## config.mk

```make
export PLATFORM = sky130hd
export DESIGN_NAME = regfile_dump_ctrl
export DESIGN_NICKNAME = d
export VERILOG_FILES = /design/src/rtl/regfile_pkg.sv /design/src/rtl/regfile_dump_ctrl.sv
export SDC_FILE = /design/constraint.sdc
export NUM_CORES = 1
export LEC_CHECK = 0
export ABC_AREA = 1
export ABC_CLOCK_PERIOD_IN_PS = 1700
export BUFFER_PORTS_ARGS = -buffer_cell sky130_fd_sc_hd__buf_2
export CAP_MARGIN = 40
export CELL_PAD_IN_SITES_DETAIL_PLACEMENT = 1
export CELL_PAD_IN_SITES_GLOBAL_PLACEMENT = 1
export CORE_UTILIZATION = 31
export CTS_BUF_LIST = sky130_fd_sc_hd__clkbuf_16
export DETAILED_ROUTE_END_ITERATION = 16
export GPL_TIMING_DRIVEN = 1
export HOLD_SLACK_MARGIN = 0.12
export PLACE_DENSITY = 0.8
export SLEW_MARGIN = 10
export SYNTH_ARGS = -nofsm -noshare
export SYNTH_HDL_FRONTEND = slang
export SYNTH_SLANG_ARGS = --single-unit
```

## constraint.sdc

```tcl
create_clock -name clk -period 1.7 [get_ports clk]
set_input_delay 0.17 -clock clk [delete_from_list [all_inputs] [get_ports clk]]
set_output_delay 0.17 -clock clk [all_outputs]
set_load 0.02 [all_outputs]
```

## src/rtl/regfile_pkg.sv

```systemverilog
// Shared constants and FSM state encoding for the register-file dump/load controller.
package regfile_pkg;
    localparam int REG_COUNT = 32;
    localparam int ADDR_W    = 5;
    localparam int DATA_W    = 32;

    typedef enum logic [2:0] {
        S_IDLE,
        S_DUMP,
        S_DRAIN,
        S_LOAD,
        S_DONE
    } state_e;
endpackage

```

## src/rtl/regfile_dump_ctrl.sv

```systemverilog
// Streams a block of register-file words out (dump) or writes a stream into the
// register file (load), with abort and a one-cycle done pulse on completion.
module regfile_dump_ctrl
    import regfile_pkg::*;
#(
    parameter int ADDR_W = regfile_pkg::ADDR_W,
    parameter int DATA_W = regfile_pkg::DATA_W
) (
    input  logic              clk,
    input  logic              rst_n,
    input  logic              start,
    input  logic              mode,
    input  logic [ADDR_W-1:0] base,
    input  logic [ADDR_W:0]   count,
    input  logic              abort,
    output logic              busy,
    output logic              done,
    output logic [ADDR_W-1:0] rf_ra,
    input  logic [DATA_W-1:0] rf_rd,
    output logic              rf_we,
    output logic [ADDR_W-1:0] rf_wa,
    output logic [DATA_W-1:0] rf_wd,
    output logic              dout_valid,
    input  logic              dout_ready,
    output logic [DATA_W-1:0] dout_data,
    input  logic              din_valid,
    output logic              din_ready,
    input  logic [DATA_W-1:0] din_data
);
    localparam logic [ADDR_W:0] FULL_COUNT = (ADDR_W+1)'(1) << ADDR_W;

    state_e              r_state, w_next;
    logic [ADDR_W-1:0]   r_addr;
    logic [ADDR_W:0]     r_remaining;
    logic                r_dout_valid;
    logic [DATA_W-1:0]   r_dout_data;

    logic w_last, w_abort, w_dump_cap, w_drain_acc, w_load_acc;

    assign w_last      = (r_remaining == (ADDR_W+1)'(1));
    assign w_abort     = abort && (r_state != S_IDLE);
    // Output register refills whenever it is empty or being emptied this edge.
    assign w_dump_cap  = (r_state == S_DUMP) && (!r_dout_valid || dout_ready);
    assign w_drain_acc = (r_state == S_DRAIN) && dout_ready;
    assign w_load_acc  = (r_state == S_LOAD) && din_valid && !abort;

    always_comb begin
        w_next = r_state;
        case (r_state)
            S_IDLE:  if (start) w_next = mode ? S_LOAD : S_DUMP;
            S_DUMP:  if (w_dump_cap && w_last) w_next = S_DRAIN;
            S_DRAIN: if (w_drain_acc) w_next = S_DONE;
            S_LOAD:  if (w_load_acc && w_last) w_next = S_DONE;
            S_DONE:  w_next = S_IDLE;
            default: w_next = S_IDLE;
        endcase
        if (w_abort) w_next = S_IDLE;
    end

    always_ff @(posedge clk or negedge rst_n) begin
        if (!rst_n) begin
            r_state      <= S_IDLE;
            r_addr       <= '0;
            r_remaining  <= '0;
            r_dout_valid <= 1'b0;
            r_dout_data  <= '0;
        end else begin
            r_state <= w_next;
            if (r_state == S_IDLE && start) begin
                r_addr      <= base;
                r_remaining <= (count == '0) ? FULL_COUNT : count;
            end else if (w_abort) begin
                r_dout_valid <= 1'b0;
            end else if (w_dump_cap) begin
                r_dout_data  <= rf_rd;
                r_dout_valid <= 1'b1;
                r_addr       <= r_addr + ADDR_W'(1);
                r_remaining  <= r_remaining - (ADDR_W+1)'(1);
            end else if (w_drain_acc) begin
                r_dout_valid <= 1'b0;
            end else if (w_load_acc) begin
                r_addr      <= r_addr + ADDR_W'(1);
                r_remaining <= r_remaining - (ADDR_W+1)'(1);
            end
        end
    end

    assign busy       = (r_state != S_IDLE);
    assign done       = (r_state == S_DONE);
    assign rf_ra      = r_addr;
    assign dout_valid = r_dout_valid;
    assign dout_data  = r_dout_data;
    assign din_ready  = (r_state == S_LOAD);
    // Register 0 is hard-wired; the word is still consumed and counted.
    assign rf_we      = w_load_acc && (r_addr != '0);
    assign rf_wa      = r_addr;
    assign rf_wd      = din_data;
endmodule

```

==> flow_summary.yaml <==
synthesis:
  synth.cell_area_um2: 2674
  ys_warn_count: 0
  synthCells: 265
  synth_seq_cells: 47
  syn_nets: 351
  avgSynthCellArea_um2: 10.09
  ys_seq_area_share_pct: 43.99
  synth_cell_types: 26
worst_setup_path:
  reg2reg_slack_ps: 110
  cp.required_ps: 1530
  arrival_ps: 1420
  slowest_stage: "dfrtp_1"
  endpoint_kind: "primary output"
  crit_chain: "inv_2 > nand3_2 > nor2_4 > inv_1 > a31oi_1 > buf_4"
  crit_path_start: "r_state[2]"
  crit_fanout: 3
  slowest_delay_ps: 420
  crit_family: "flip-flops"
  r2r_start: "r_state[1]"
  crit_type: "flip-flop to primary output"
  startpoint_type: "flip-flop"
  crit_buf_inv: 3
place:
  placement.io_buffers: 96
  dpl_cell_area_um2: 3005
  dpl.hpwl_um: 4774
  gp_routability_congestion: 0.7613
power_and_ir_drop:
  comb_power_share_pct: 52.6
  power_density_nw_per_um2: 1900
  p_sw_mw: 2.836
  pwr-share-seq_pct: 32.8
  p_clk_share_pct: 14.6
  power_leakage_nw: 1.835
  max-vdd-ir-drop_mv: 0.7225
  p_int_mw: 3.729
  p_sw_share_pct: 43.20
  power_mw: 6.565
hold_path:
  hold_class: "input pin to flip-flop"
  min_from: "rf_rd[23]"
drt:
  wirelength_um: 6867
  first_iter_violations: 74
  wire_per_inst_um: 14.80
  drtPass1Iterations: 4
  via_per_inst: 4.509
  dr_total_vias: 2092
  route.detailed.drc: 0
  ant_nets: 0
finish:
  final_common_cell: "buf_2"
  multiInputGateArea_um2: 1112
  drive_gt1_share_pct: 42.90
  fill_cells: 949
  most-common-layout-cells: "buf_2 (95), nand2_1 (62), dfrtp_1 (47)"
  synthToLayoutAreaGrowth_pct: 29.25
  antenna_cells: 0
  nNetsFinal: 444
  seqCellArea_um2: 1176
  stdcell_area_um2: 3456
global_route:
  grt_pass1_vias: 2243
  grt_pass1_wl_um: 10690
  antenna_found_initial: 1
  grt_overflow: 0
  grt_start_max_net_pins: 31
  grt_usage_pct: 15.74
sta:
  worstMarginPinSlew_ps: 566.8
  setup_viol: 0
  fmaxAchievable_mhz: 628.1
  period_share_pct: 93.66
  slew_violations: 0
  post-route-min-period_ps: 1592
  fin_setup_tns_ps: 0
  slew_headroom_pct: 62.21
  hold_viol_final: 0
  skew_ps: 7.211
floorplan:
  start_util_pct: 32.22
  ios: 161
  die_x_um: 94.87
  die_area_um2: 9000
  row_count: 33
  coreArea_um2: 8299
  chipHeight_um: 94.87
clock_tree:
  cts_tree: "done"
  clk_pin_slew_ps: 70
  h-tree-depth: 2
  cts_buffer_depth: 2
  cts.sinks: 47
  clk_latency_ps: 290
  cts_root_buffer: "clkbuf_16"
  cts_buffers: 5
outcome:
  status: "completed"
flow_run:
  max_cap_violations: 0
area by class of cell:
cell class                      instances  share of cell area (%)
Clock buffer                            5                   3.621
Multi-Input combinational cell        158                   32.19
Inverter                               18                   2.028
Tap cell                              105                   3.802
Clock inverter                          3                  0.5793
Timing Repair Buffer                  128                   23.75
Sequential cell                        47                   34.03
synth_stat cells:
library cell | n | share of area [%]
mux2_4 | 29 | 16
a21o_1 | 1 | 0.28
mux2_2 | 3 | 1.3
nand3_2 | 1 | 0.37
buf_6 | 4 | 1.7
nand2_1 | 62 | 8.7
nand2_2 | 3 | 0.70
nand2_4 | 2 | 0.84
a31oi_1 | 1 | 0.23
inv_4 | 1 | 0.23
inv_1 | 16 | 2.2
inv_2 | 1 | 0.14
ha_1 | 4 | 1.9
o21ai_2 | 1 | 0.33
nor2_4 | 3 | 1.3
nand4_1 | 2 | 0.47
o21ai_0 | 18 | 3.4
nor2_1 | 12 | 1.7
nand3_1 | 8 | 1.5
buf_2 | 1 | 0.19
xor2_1 | 1 | 0.33
dfrtp_1 | 47 | 44
or2_2 | 1 | 0.23
nor3_1 | 4 | 0.75
buf_4 | 37 | 10
xnor2_1 | 2 | 0.66
cell families after synthesis:
family	synth area share, %
buffers and inverters	14.88
adder cells (fa/ha/maj)	1.872
AO/OA/AOI/OAI	4.212
AND/OR/NAND/NOR	16.52
XOR/XNOR	0.9829
flip-flops	43.99
multiplexers	17.55
metrics by stage:
step                      utilization (%)  cells  hold slack (ps)  worst slack (ps)
after floorplan                         -    265           -125.6             257.0
after global placement              36.21    427            194.6             215.0
after detailed placement            36.21    427            200.7             113.5
after CTS                           41.34    463            121.5             23.28
after global routing                41.64    464            125.5            -10.64
final                               41.64    464            124.4             107.9
flip-flops by register name, summed over array words and instances, names as in the netlist:
name         cells
r_remaining      6
dout_valid       1
rf_ra            5
dout_data       32
r_state          3
path summary, 6_finish.rpt:
kind / end / depth (start not counted)
max: rf_we / 6
min: dout_data[23] / 2
max reg2reg: rf_ra[1] / 7
min reg2reg: r_remaining[1] / 2
max in group asynchronous: dout_data[15] / 3
min in group asynchronous: dout_data[12] / 2
power groups by stage:
stage                     sequential, mW  combinational [mW]  clock, mW
final                               2.15                3.45      0.959
after global routing                2.23                3.78       1.03
after CTS                           2.15                3.48      0.988
after detailed placement            2.14                3.43          0
after global placement              2.13                3.30          0
after floorplan                     2.62                2.08          0
routing by layer:
metal	global-route usage, %	up-vias	wire, um
met4	6.187	2	89
met2	27.88	58	3744
met3	3.865	16	361
met5	0	-	13
met1	18.11	1015	2658
li1	-	1001	-
timing repair:
item,4_1_cts,5_1_grt
resized for setup,0,5
endpoints found under the hold margin,48,1
setup buffers,0,0
hold buffers,28,1
endpoints found under the setup margin,0,1
No activity file was read; power rests on OpenSTA's default activity.
